$ cat config.mk
export PLATFORM = sky130hd
export DESIGN_NAME = agc_timepulse_sequencer
export DESIGN_NICKNAME = d
export VERILOG_FILES = /design/src/rtl/agc_sim_pkg.sv /design/src/rtl/agc_settle_counter.sv /design/src/rtl/agc_timepulse_sequencer.sv
export SDC_FILE = /design/constraint.sdc
export NUM_CORES = 1
export LEC_CHECK = 0
export ABC_AREA = 1
export CAP_MARGIN = 25
export CORE_MARGIN = 4
export CORE_UTILIZATION = 25
export DETAILED_ROUTE_END_ITERATION = 7
export MAX_ROUTING_LAYER = met4
export REMOVE_ABC_BUFFERS = 1
export SYNTH_ARGS = -nofsm -noshare
export SYNTH_HDL_FRONTEND = slang
export SYNTH_SLANG_ARGS = --single-unit
$ cat constraint.sdc
create_clock -name SIM_CLK -period 1.6 [get_ports SIM_CLK]
set_input_delay 0.32 -clock SIM_CLK [delete_from_list [all_inputs] [get_ports SIM_CLK]]
set_output_delay 0.32 -clock SIM_CLK [all_outputs]
set_load 0.02 [all_outputs]
$ cat src/rtl/agc_sim_pkg.sv
// Shared timing definitions for the AGC simulation sequencer: FSM encoding,
// MCT geometry and the one-hot start positions of the timepulse/phase rings.
package agc_sim_pkg;

    typedef enum logic [1:0] {
        IDLE  = 2'b00,
        RUN   = 2'b01,
        DRAIN = 2'b10
    } seq_state_e;

    localparam int TP_COUNT = 12;
    localparam int PH_COUNT = 4;

    localparam logic [TP_COUNT-1:0] T01 = 12'h001;
    localparam logic [PH_COUNT-1:0] PH1 = 4'b0001;

    // A settle count of 1 would still need a one-bit register.
    function automatic int settle_cnt_width(input int settle_cycles);
        return (settle_cycles > 1) ? $clog2(settle_cycles) : 1;
    endfunction

endpackage

$ cat src/rtl/agc_settle_counter.sv
// Counts SIM_CLK cycles within one phase; tc marks the last cycle of the phase
// so the sequencer can advance on that edge.
module agc_settle_counter
    import agc_sim_pkg::*;
#(
    parameter int SETTLE_CYCLES = 8
) (
    input  logic SIM_CLK,
    input  logic SIM_RST,
    input  logic en,
    output logic tc
);

    localparam int CW = settle_cnt_width(SETTLE_CYCLES);
    localparam logic [CW-1:0] LAST = CW'(SETTLE_CYCLES - 1);

    generate
        if (SETTLE_CYCLES < 2) begin : g_bad_settle
            $error("agc_settle_counter: SETTLE_CYCLES must be >= 2");
        end
    endgenerate

    logic [CW-1:0] count;

    assign tc = en && (count == LAST);

    always_ff @(posedge SIM_CLK or negedge SIM_RST) begin
        if (!SIM_RST) begin
            count <= '0;
        end else if (en) begin
            count <= tc ? '0 : count + 1'b1;
        end
    end

endmodule

$ cat src/rtl/agc_timepulse_sequencer.sv
// Generates the one-hot T01..T12 timepulses and PH1..PH4 phases for the AGC
// gate netlist, with run / single-MCT step / graceful stop control.
module agc_timepulse_sequencer #(
    parameter int SETTLE_CYCLES = 8
) (
    input  logic                              SIM_CLK,
    input  logic                              SIM_RST,
    input  logic                              RUN,
    input  logic                              STEP,
    output logic [agc_sim_pkg::TP_COUNT-1:0]  T,
    output logic [agc_sim_pkg::PH_COUNT-1:0]  PH,
    output logic                              ADV,
    output logic                              MCT_END,
    output logic                              HALTED,
    output logic [1:0]                        DBG_STATE
);

    import agc_sim_pkg::*;

    localparam logic [1:0] S_IDLE  = agc_sim_pkg::IDLE;
    localparam logic [1:0] S_RUN   = agc_sim_pkg::RUN;
    localparam logic [1:0] S_DRAIN = agc_sim_pkg::DRAIN;

    logic [1:0] state;
    logic [1:0] state_nxt;
    logic       counting;
    logic       tc;
    logic       wrap;

    assign counting  = (state != S_IDLE);
    assign wrap      = tc && PH[PH_COUNT-1] && T[TP_COUNT-1];
    assign DBG_STATE = state;

    agc_settle_counter #(
        .SETTLE_CYCLES(SETTLE_CYCLES)
    ) u_settle (
        .SIM_CLK(SIM_CLK),
        .SIM_RST(SIM_RST),
        .en     (counting),
        .tc     (tc)
    );

    // A stop request never truncates an MCT: leaving RUN/DRAIN only happens
    // on the wrap edge, so halts always land on T01/PH1 with the counter at 0.
    always_comb begin
        state_nxt = state;
        case (state)
            S_IDLE: begin
                if (RUN) begin
                    state_nxt = S_RUN;
                end else if (STEP) begin
                    state_nxt = S_DRAIN;
                end
            end
            S_RUN: begin
                if (wrap) begin
                    state_nxt = RUN ? S_RUN : S_IDLE;
                end else if (!RUN) begin
                    state_nxt = S_DRAIN;
                end
            end
            S_DRAIN: begin
                if (wrap) begin
                    state_nxt = S_IDLE;
                end else if (RUN) begin
                    state_nxt = S_RUN;
                end
            end
            default: state_nxt = S_IDLE;
        endcase
    end

    always_ff @(posedge SIM_CLK or negedge SIM_RST) begin
        if (!SIM_RST) begin
            state   <= S_IDLE;
            T       <= T01;
            PH      <= PH1;
            ADV     <= 1'b0;
            MCT_END <= 1'b0;
            HALTED  <= 1'b1;
        end else begin
            state   <= state_nxt;
            ADV     <= tc;
            MCT_END <= wrap;
            HALTED  <= (state_nxt == S_IDLE);
            if (tc) begin
                PH <= {PH[PH_COUNT-2:0], PH[PH_COUNT-1]};
                if (PH[PH_COUNT-1]) begin
                    T <= {T[TP_COUNT-2:0], T[TP_COUNT-1]};
                end
            end
        end
    end

endmodule

After elaboration in Yosys (flattened, before gate mapping)
Cells that the tools add are included.
- bits in registers: 24
- input port bits: 4
- output and inout bits: 21
- logic and storage cells: 27
- add/sub/neg operators: 1
- eq/ne operators: 3
- muxes and demuxes: 9
- reductions and logical operators: 7
- operator list (kind ; number):
    two-way mux 2 bit ; 6
    case mux 2 bit (3 select lines) ; 1
    logical NOT 2 bit ; 2
    adder 3 x 1 -> 3 bit (second input constant) ; 1
    == test 3 bit (second input constant) ; 1
    logical AND 1 bit ; 3
    two-way mux 3 bit ; 1
    == test 2 x 1 -> 1 bit (second input constant) ; 1
    == test 2 bit (second input constant) ; 1
    AND reduction 2 bit ; 1
    nonzero test 2 bit ; 1
    two-way mux 1 bit ; 1

Longest topological paths before layout
Gate-level depths: netlist (run 1).
- word-level depth: 7
- gate-level depth with buffers: 8

By module
Synthesis (run 1) repeated with hierarchy kept, for this count alone.
- cells, all modules: 103
- area total of the unflattened synthesis: 1008.5 um^2
- modules (own cells, without submodules) (module ; instances ; cells each ; area each (um^2) ; seq. area each (um^2)):
    agc_timepulse_sequencer ; 1 ; 84 ; 853.3 ; 529.3
    agc_settle_counter ; 1 ; 19 ; 155.1 ; 75.1

Worst setup path after synthesis (run 1)
OpenSTA, ideal clock, no wires.
- kind: register -> register
- start: register u_settle.count[0]
- end: register T[5] in the netlist's numbering
- data arrival time: 1.207 ns
- setup slack: 0.276 ns
- stages on the path, launching flop included: 9
- cells stage by stage: dfrtp_1 > ha_1 > ha_1 > inv_2 > nor2_4 > nand2_4 > buf_6 > nand2_1 > nand2_1
- word-level cells in the longest chain between the ends: 3
- ends and longest elaborated chain (what ; RTL line ; text):
    from (decl) ; agc_settle_counter.sv:23 ; logic [CW-1:0] count;
    from (signal assigned) ; agc_settle_counter.sv:31 ; count <= tc ? '0 : count + 1'b1;
    == test 3 bit ; agc_settle_counter.sv:25 ; assign tc = en && (count == LAST);
    logical AND 1 bit ; agc_settle_counter.sv:25 ;
    via tc ; agc_timepulse_sequencer.sv:27 ; logic tc;
    AND reduction 2 bit (no line) ; -- ;
    to (signal assigned) ; agc_timepulse_sequencer.sv:89 ; T <= {T[TP_COUNT-2:0], T[TP_COUNT-1]};
    to (decl) ; agc_timepulse_sequencer.sv:10 ; output logic [agc_sim_pkg::TP_COUNT-1:0] T,
The timed path passes the listed nets, and every way through them passes these cells.
A chain may end at the register's enable or synchronous reset.

Worst setup path after layout (run 1)
- start: register T[7] in the netlist's numbering
- end: output port T[7] in the netlist's numbering
No word-level cell between the ends.

==> results_dict.tcl, run 1 <==
set metrics [dict create \
    path_max_fanout 3 \
    core-area_um2 3770 \
    drc_errors 0 \
    yosysTopAreaCell "dfrtp_1" \
    buffer_ports.inserted 24 \
    setup_slack_ns 0.0459 \
    num_vias 745 \
    cp_cell_sequence "clkdlybuf4s50_1" \
    dp_worst_setup_slack_ns 0.120 \
    timing.fmax_mhz 643 \
    area_delta_synth_final_pct 36.5 \
    wire_per_inst_um 11.2 \
    cpPeakStageDelay_ns 0.61 \
    crit_arrival_ns 1.23 \
    cp_num_cells 1 \
    num_io_pins 25 \
    grt_pass1_wl_um 3310 \
    synth-edff-count 0 \
    rsz0062_at_grt "no" \
    cp-start-kind "flop" \
    tns_ns 0 \
    grt_max_degree 25 \
    p_leak_nw 0.832 \
    synth.area.top_cells "dfrtp_1 53%, nand2_1 14%, dfstp_2 7.9%, inv_1 4.9%, ha_1 2.5%" \
    routabilityCongestion 0.813 \
    h-tree-depth 1 \
    syn_area_um2 1000 \
    clockPowerShare 0.314 \
    start_util 0.265 \
    yosys_warnings 0 \
    setup_viol 0 \
    required_ns 1.28 \
    crit_type "reg -> out" \
    comb_power_share 0.147 \
    viasPerCell 4.19 \
    die_x_um 71.2 \
    cts_buffers 3 \
    wl_um 1990 \
    crit_path_top_delay_cell "clkdlybuf4s50_1" \
    hp-class "in -> async" \
    n_antenna_cell 0 \
    drive_gt1_frac 0.169 \
    synth_cells 102 \
    fin_crit_ns 1.55 \
    dieArea_um2 5070 \
    grt_pass1_vias 711 \
    ys_seq_area_frac 0.605 \
    cap_violations 0 \
    finalClockSkew_ns 0.00394 \
    drtIter0Drc 55 \
    min_period_over_period 0.971 \
    clock_latency_ns 0.26 \
    row_count 22 \
    grt.total_usage 0.0856 \
    antenna_found_initial 0 \
    p_int_w 0.000951 \
    cts_root_buf "clkbuf_8" \
    netSwitchingFraction 0.247 \
    critPathTopFamily "buffers and inverters" \
    yosysTopAreaCellShare 0.526 \
    status "complete, no violations" \
    yosysUniqueCellTypes 18 \
    synth_commonest_cells "36 x nand2_1, 21 x dfrtp_1, 13 x inv_1" \
    p_switching_w 0.000312 \
    hold_violations 0 \
    powerDensity_nw_per_um2 925 \
    dr.pass1.iters 4 \
    avgSynthCellArea_um2 9.80 \
    cts_sinks 24 \
    hpwl_um 1470 \
    ys_ff_latch 24 \
    clk_pin_slew_ns 0.08 \
    tightestPinTransition_ns 0.296 \
    cts_tree "yes" \
    nNetsFinal 137 \
    setup.worst_path.end_class "primary output" \
    ctsLongestPathBuffers 2 \
    async_reset_ff_frac 1.00 \
    crit_buf_inv 1 \
    gr-total-overflow 0 \
    maxSlewHeadroom 0.803 \
    rr_worst_depth 7 \
    drtAntennaViolNets 0 \
    slew_violations 0 \
    synth_most_common_cell "nand2_1" \
    sequentialPowerShare 0.539 \
    ir_drop_v 0.000282 \
    ys.flop_type "dfrtp_1" \
    fp.dieH_um 71.2 \
]
per-stage QoR:
stage,instance area [µm²],hold slack [ns],instances,power [W],utilization
final,1370,0.406,178,0.00126,0.362
after global routing,1370,0.440,178,0.00134,0.362
after CTS,1330,0.417,177,0.00128,0.352
after detailed placement,1280,0.496,173,0.000887,0.341
after global placement,1280,0.485,173,0.000863,0.341
after floorplan,977,0.0244,100,0.000811,-
flip-flops by register name, summed over array words and instances, names as in the netlist:
name / cells
ADV: 1
DBG_STATE: 2
HALTED: 1
MCT_END: 1
PH: 4
T: 12
u_settle.count: 3
cell families after synthesis:
| group | Yosys count | share of synthesized area |
|---|---|---|
| mux | 1 | 0.0113 |
| buf+inv | 17 | 0.0789 |
| compound gates | 10 | 0.0626 |
| simple gates | 48 | 0.218 |
| flops | 24 | 0.605 |
| fa+ha+maj | 2 | 0.0250 |
layout make-up:
class / instances / area (µm²)
clock buffers: 4 / 55.1
repair buffers: 26 / 273
fillers: 373 / 2410
inverters: 15 / 56.3
well taps: 48 / 60.1
multi-input cells: 61 / 317
flip-flops and latches: 24 / 604
metal layers:
| layer | wire [µm] | track usage | vias to the layer above |
|---|---|---|---|
| met5 | 0 | - | - |
| li1 | - | - | 364 |
| met4 | 45 | 0.0438 | 0 |
| met2 | 917 | 0.126 | 30 |
| met1 | 858 | 0.103 | 346 |
| met3 | 163 | 0.0309 | 5 |
power groups by stage:
stage / combinational (W) / sequential (W) / clock (W)
finish: 0.000186 / 0.000681 / 0.000396
global route: 0.000213 / 0.000683 / 0.000446
CTS: 0.000191 / 0.000679 / 0.000413
detailed placement: 0.000195 / 0.000692 / 0
global placement: 0.000177 / 0.000685 / 0
floorplan: 0.000113 / 0.000698 / 0
worst paths after layout:
| check | start | to | slack, ns |
|---|---|---|---|
| worst max-delay path | T[7]$_DFFE_PN0N_ | T[7] | 0.05 |
| worst min register to register | T[8]$_DFFE_PN0N_ | T[9]$_DFFE_PN0N_ | 0.50 |
| min in group SIM_CLK | T[8]$_DFFE_PN0N_ | T[9]$_DFFE_PN0N_ | 0.50 |
| max in group asynchronous | SIM_RST | HALTED$_DFF_PN1_ | 0.90 |
| worst max register to register | u_settle.count[0]$_DFFE_PN0N_ | T[4]$_DFFE_PN0N_ | 0.14 |
| worst min-delay path | SIM_RST | PH[2]$_DFFE_PN0N_ | 0.41 |
cell usage in the layout, fill, tap and decap left out, types with 3 or more instances in the layout:
cell,instances
dfrtp_1,21
o21ai_1,3
nand2_2,3
dlygate4sd2_1,10
o21ai_0,3
clkdlybuf4s50_1,7
clkbuf_8,4
inv_1,13
dlymetal6s2s_1,7
nor2_1,3
dfstp_2,3
nand2_1,36
what timing repair did:
| item | 4_1_cts | 5_1_grt |
|---|---|---|
| hold buffers | 0 | 0 |
| buffers inserted | 0 | 1 |
| pin swaps | 0 | 1 |
| endpoints found under the setup margin | 10 | 8 |
| resized for setup | 10 | 7 |
| gates cloned | 0 | 0 |
(Power assumes the default switching activity.)
==> run 2, diff against run 1 <==
--- a/config.mk
+++ b/config.mk
@@ -11,7 +11,7 @@
 export CORE_UTILIZATION = 25
 export DETAILED_ROUTE_END_ITERATION = 7
 export MAX_ROUTING_LAYER = met4
-export REMOVE_ABC_BUFFERS = 1
+export SLEW_MARGIN = 25
 export SYNTH_ARGS = -nofsm -noshare
 export SYNTH_HDL_FRONTEND = slang
 export SYNTH_SLANG_ARGS = --single-unit
==> results_dict.tcl, run 2 (synthesis gave the netlist of run 1 again) <==
set metrics [dict create \
    top_regs "T x12, PH x4, u_settle.count x3" \
    cp-start-kind "flop" \
    regArea_um2 604 \
    critPathTopFamily "buffers and inverters" \
    cts.hold.buffers_added 0 \
    required_ns 1.28 \
    regMostFlops "T" \
    crit_path_top_delay_cell "clkdlybuf4s50_1" \
    fillers 368 \
    drive_gt1_frac 0.176 \
    n_antenna_cell 0 \
    wl_um 1980 \
    row_count 22 \
    num_vias 727 \
    netSwitchingFraction 0.229 \
    p_total_w 0.00138 \
    clockPowerShare 0.375 \
    drtAntennaViolNets 0 \
    routabilityCongestion 0.747 \
    cts_root_buf "clkbuf_8" \
    largest_register_ffs 12 \
    area_delta_synth_final_pct 38.5 \
    wire_per_inst_um 11.0 \
    die_x_um 71.2 \
    dr.pass1.iters 4 \
    cp_cell_sequence "clkdlybuf4s50_1" \
    ir_drop_v 0.000346 \
    grt_max_degree 25 \
    start_util 0.265 \
    powerDensity_nw_per_um2 998 \
    min_period_over_period 0.945 \
    crit_buf_inv 1 \
    finalClockSkew_ns 0.00689 \
    dieArea_um2 5070 \
    clk_pin_slew_ns 0.08 \
    sequentialPowerShare 0.491 \
    cpPeakStageDelay_ns 0.59 \
    path_max_fanout 1 \
    h-tree-depth 1 \
    clock_latency_ns 0.26 \
    hp-class "in -> async" \
    crit_start "MCT_END$_DFF_PN0_" \
    maxSlewHeadroom 0.799 \
    tns_ns 0 \
    slew_violations 0 \
    drtIter0Drc 28 \
    layout.cells.most_common "nand2_1" \
    setup_viol 0 \
    fin_crit_ns 1.51 \
    gr-total-overflow 0 \
    p_switching_w 0.000316 \
    cts_setup_buffers 0 \
    hpwl_um 1450 \
    grt_pass1_vias 751 \
    cts_buffers 3 \
    endpoint "MCT_END" \
    antenna_found_initial 0 \
    p_int_w 0.00107 \
    drc_errors 0 \
    final_cell_mix "36 x nand2_1, 21 x dfrtp_1, 13 x inv_1" \
    dpl-instance-area_um2 1300 \
    cts_tree "yes" \
    p_leak_nw 0.893 \
    fin_area_um2 1390 \
    setup.worst_path.end_class "primary output" \
    status "complete, no violations" \
    timing.fmax_mhz 661 \
    syn-num-nets 108 \
    num_io_pins 25 \
    crit_type "reg -> out" \
    rr_endpoint "T[4]$_DFFE_PN0N_" \
    rsz0062_at_grt "no" \
    grt_pass1_wl_um 3490 \
    multi_input_area_um2 317 \
    viasPerCell 4.06 \
    fp.dieH_um 71.2 \
    cts_sinks 24 \
    ff2ff_setup_slack_ns 0.18 \
    comb_power_share 0.134 \
    hold_violations 0 \
    ctsLongestPathBuffers 2 \
    cp_num_cells 1 \
    grt.total_usage 0.0905 \
    cap_violations 0 \
    buffer_ports.inserted 24 \
    rr_worst_depth 7 \
    r2r_start "u_settle.count[0]$_DFFE_PN0N_" \
    crit_arrival_ns 1.19 \
    core-area_um2 3770 \
    tightestPinTransition_ns 0.301 \
    nNetsFinal 138 \
]
run 2: cell count changes in the layout (fill, tap and decap cells not counted), sizes merged:
cell / delta
dlymetal6s2s: +3
clkdlybuf4s50: -2
buf: +1
bufinv: +1
clkbuf: -1
dlygate4sd2: -1
run 2: power groups by stage:
| stage | Clock (W) | Sequential [W] | Combinational (W) |
|---|---|---|---|
| 2_1_floorplan | 0 | 0.000698 | 0.000113 |
| 4_1_cts | 0.000536 | 0.000679 | 0.000191 |
| 3_5_place_dp | 0 | 0.000691 | 0.000195 |
| 3_3_place_gp | 0 | 0.000687 | 0.000179 |
| 5_1_grt | 0.000561 | 0.000685 | 0.000218 |
| 6_report | 0.000518 | 0.000679 | 0.000185 |
run 2: what timing repair did:
item                       CTS  global route
resized for setup            9            10
hold endpoints to repair     0             0
setup endpoints to repair    9            10
run 2: how the worst min path moves through the flow:
stage                              endpoint  slack, ns         startpoint
after floorplan               ADV$_DFF_PN0_       0.02            SIM_RST
after global placement    PH[2]$_DFFE_PN0N_       0.48  PH[1]$_DFFE_PN0N_
after detailed placement   T[7]$_DFFE_PN0N_       0.49   T[6]$_DFFE_PN0N_
after CTS                  T[9]$_DFFE_PN0N_       0.40            SIM_RST
after global routing       T[9]$_DFFE_PN0N_       0.42            SIM_RST
final                      T[9]$_DFFE_PN0N_       0.40            SIM_RST
run 2: routing by layer:
metal / global-route usage / wire (µm) / vias up
li1: - / - / 367
met2: 0.135 / 892 / 21
met1: 0.115 / 957 / 337
met5: - / 0 / -
met4: 0.0376 / 8 / 0
met3: 0.0266 / 117 / 2
run 2: final cells by class:
| type | instances | share of cell area |
|---|---|---|
| Timing Repair Buffer | 27 | 0.200 |
| Sequential cell | 24 | 0.436 |
| Clock inverter | 1 | 0.0217 |
| Multi-Input combinational cell | 61 | 0.229 |
| Inverter | 15 | 0.0407 |
| Tap cell | 48 | 0.0434 |
| Clock buffer | 3 | 0.0298 |
run 2: metrics by stage:
step / utilization / instances / setup WS, ns / hold slack, ns
final: 0.367 / 179 / 0.0874 / 0.402
after global routing: 0.367 / 179 / 0.0376 / 0.424
after CTS: 0.361 / 179 / 0.00105 / 0.404
after detailed placement: 0.345 / 175 / 0.172 / 0.489
after global placement: 0.345 / 175 / 0.176 / 0.482
after floorplan: - / 102 / 0.276 / 0.0244
==> run 3, diff against run 2 <==
--- a/config.mk
+++ b/config.mk
@@ -8,9 +8,10 @@
 export ABC_AREA = 1
 export CAP_MARGIN = 25
 export CORE_MARGIN = 4
-export CORE_UTILIZATION = 25
+export CORE_UTILIZATION = 47
 export DETAILED_ROUTE_END_ITERATION = 7
 export MAX_ROUTING_LAYER = met4
+export PLACE_DENSITY = 0.77
 export SLEW_MARGIN = 25
 export SYNTH_ARGS = -nofsm -noshare
 export SYNTH_HDL_FRONTEND = slang
==> results_dict.tcl, run 3 (synthesis gave the netlist of run 1 again) <==
set metrics [dict create \
    finalClockSkew_ns 0.00339 \
    netSwitchingFraction 0.261 \
    comb_power_share 0.157 \
    crit_type "reg -> out" \
    num_io_pins 25 \
    p_int_w 0.000869 \
    n_antenna_cell 0 \
    p_leak_nw 0.798 \
    regMostFlops "T" \
    buffer_ports.inserted 24 \
    required_ns 1.28 \
    rsz0062_at_grt "no" \
    grt_pass1_wl_um 3060 \
    cpPeakStageDelay_ns 0.55 \
    h-tree-depth 1 \
    path_max_fanout 2 \
    clock_latency_ns 0.31 \
    fin_crit_ns 1.51 \
    cp-start-kind "flop" \
    sequentialPowerShare 0.578 \
    ir_drop_v 0.000757 \
    final_cell_mix "36 x nand2_1, 21 x dfrtp_1, 19 x dlygate4sd2_1" \
    die_x_um 54.1 \
    crit_path_top_delay_cell "dfstp_2" \
    crit_buf_inv 1 \
    min_period_over_period 0.946 \
    nNetsFinal 142 \
    routabilityCongestion 0.702 \
    start_util 0.504 \
    wire_per_inst_um 11.7 \
    hold_violations 0 \
    tightestPinTransition_ns 0.291 \
    p_switching_w 0.000306 \
    cp_cell_sequence "dlygate4sd2_1" \
    wl_um 1890 \
    slew_violations 0 \
    grt_max_degree 25 \
    hp-class "in -> async" \
    top_regs "T x12, PH x4, u_settle.count x3" \
    core-area_um2 1980 \
    clockPowerShare 0.265 \
    critPathTopFamily "flip-flops" \
    tns_ns 0 \
    status "complete, no violations" \
    syn-num-nets 108 \
    maxSlewHeadroom 0.806 \
    dieArea_um2 2930 \
    setup_viol 0 \
    drc_errors 0 \
    drtIter0Drc 8 \
    cts_tree "yes" \
    cts_root_buf "clkbuf_4" \
    cts_sinks 24 \
    grt.total_usage 0.150 \
    grt_pass1_vias 733 \
    fp.dieH_um 54.1 \
    drive_gt1_frac 0.200 \
    setup.worst_path.end_class "primary output" \
    cap_violations 0 \
    largest_register_ffs 12 \
    area_delta_synth_final_pct 32.2 \
    cts_buffers 3 \
    clk_pin_slew_ns 0.12 \
    ctsLongestPathBuffers 2 \
    viasPerCell 4.60 \
    crit_arrival_ns 1.19 \
    dr.pass1.iters 4 \
    hpwl_um 1360 \
    drtAntennaViolNets 0 \
    timing.fmax_mhz 661 \
    antenna_found_initial 0 \
    powerDensity_nw_per_um2 889 \
    gr-total-overflow 0 \
    whs_ns 0.349 \
    num_vias 746 \
    row_count 16 \
    layout.cells.most_common "nand2_1" \
]
[run 3: cell count changes in the layout (fill, tap and decap cells not counted), sizes merged]
cell,delta
clkbuf,+1
clkdlybuf4s50,-2
dlygate4sd2,+10
bufinv,-1
dlymetal6s2s,-8
buf,+4
[run 3: timing repair]
| item | 4_1_cts | 5_1_grt |
|---|---|---|
| setup endpoints to repair | 19 | 3 |
| pin swaps | 0 | 1 |
| buffers inserted | 0 | 5 |
| hold buffers | 0 | 0 |
| gates resized for setup | 19 | 2 |
[run 3: through the flow]
step / util / instances / area (µm²) / power, W / worst slack (ns)
after floorplan: - / 102 / 1000 / 0.000811 / 0.276
after global placement: 0.639 / 153 / 1270 / 0.000868 / 0.181
after detailed placement: 0.639 / 153 / 1270 / 0.000885 / 0.162
after CTS: 0.645 / 157 / 1280 / 0.00119 / 0.0207
after global routing: 0.667 / 162 / 1320 / 0.00124 / 0.0191
final: 0.667 / 162 / 1320 / 0.00117 / 0.0865
[run 3: worst reg2reg max path: cells and delay by family, from the launching register on]
family	cells	cell delay [ns]
AOI/OAI and AO/OA	1	0.08
adders and majority gates	2	0.37
buffers and inverters	1	0.06
and+or+nand+nor	3	0.45
DFF	1	0.39
[run 3: metal layers]
metal	routed length (µm)	global-route usage
met5	0	-
met4	25	0.0622
met2	959	0.255
met1	820	0.169
met3	87	0.0332
[run 3: final cells by class]
| cell class | instances | area (µm²) |
|---|---|---|
| timing repair buffer | 31 | 274 |
| clock buffer | 4 | 36.3 |
| inverter | 15 | 56.3 |
| fill | 180 | 661 |
| sequential | 24 | 604 |
| multi-input combinational | 61 | 317 |
| tap | 27 | 33.8 |
[run 3: final timing paths]
check	cells past startpoint	end	start	slack [ns]
worst max-delay path	1	T[0]	T[0]$_DFFE_PN1N_	0.09
worst min-delay path	2	u_settle.count[1]$_DFFE_PN0N_	SIM_RST	0.35
worst max register to register	7	T[4]$_DFFE_PN0N_	u_settle.count[0]$_DFFE_PN0N_	0.14
worst min register to register	2	PH[0]$_DFFE_PN1N_	PH[0]$_DFFE_PN1N_	0.51
max in group asynchronous	2	PH[0]$_DFFE_PN1N_	SIM_RST	0.97
min in group SIM_CLK	2	PH[0]$_DFFE_PN1N_	PH[0]$_DFFE_PN1N_	0.51
[run 3: power groups by stage]
stage	registers, W	logic, W	clock network (W)
finish	0.000679	0.000184	0.000312
global placement	0.000688	0.000180	0
detailed placement	0.000692	0.000193	0
CTS	0.000679	0.000189	0.000321
floorplan	0.000698	0.000113	0
global route	0.000686	0.000213	0.000343
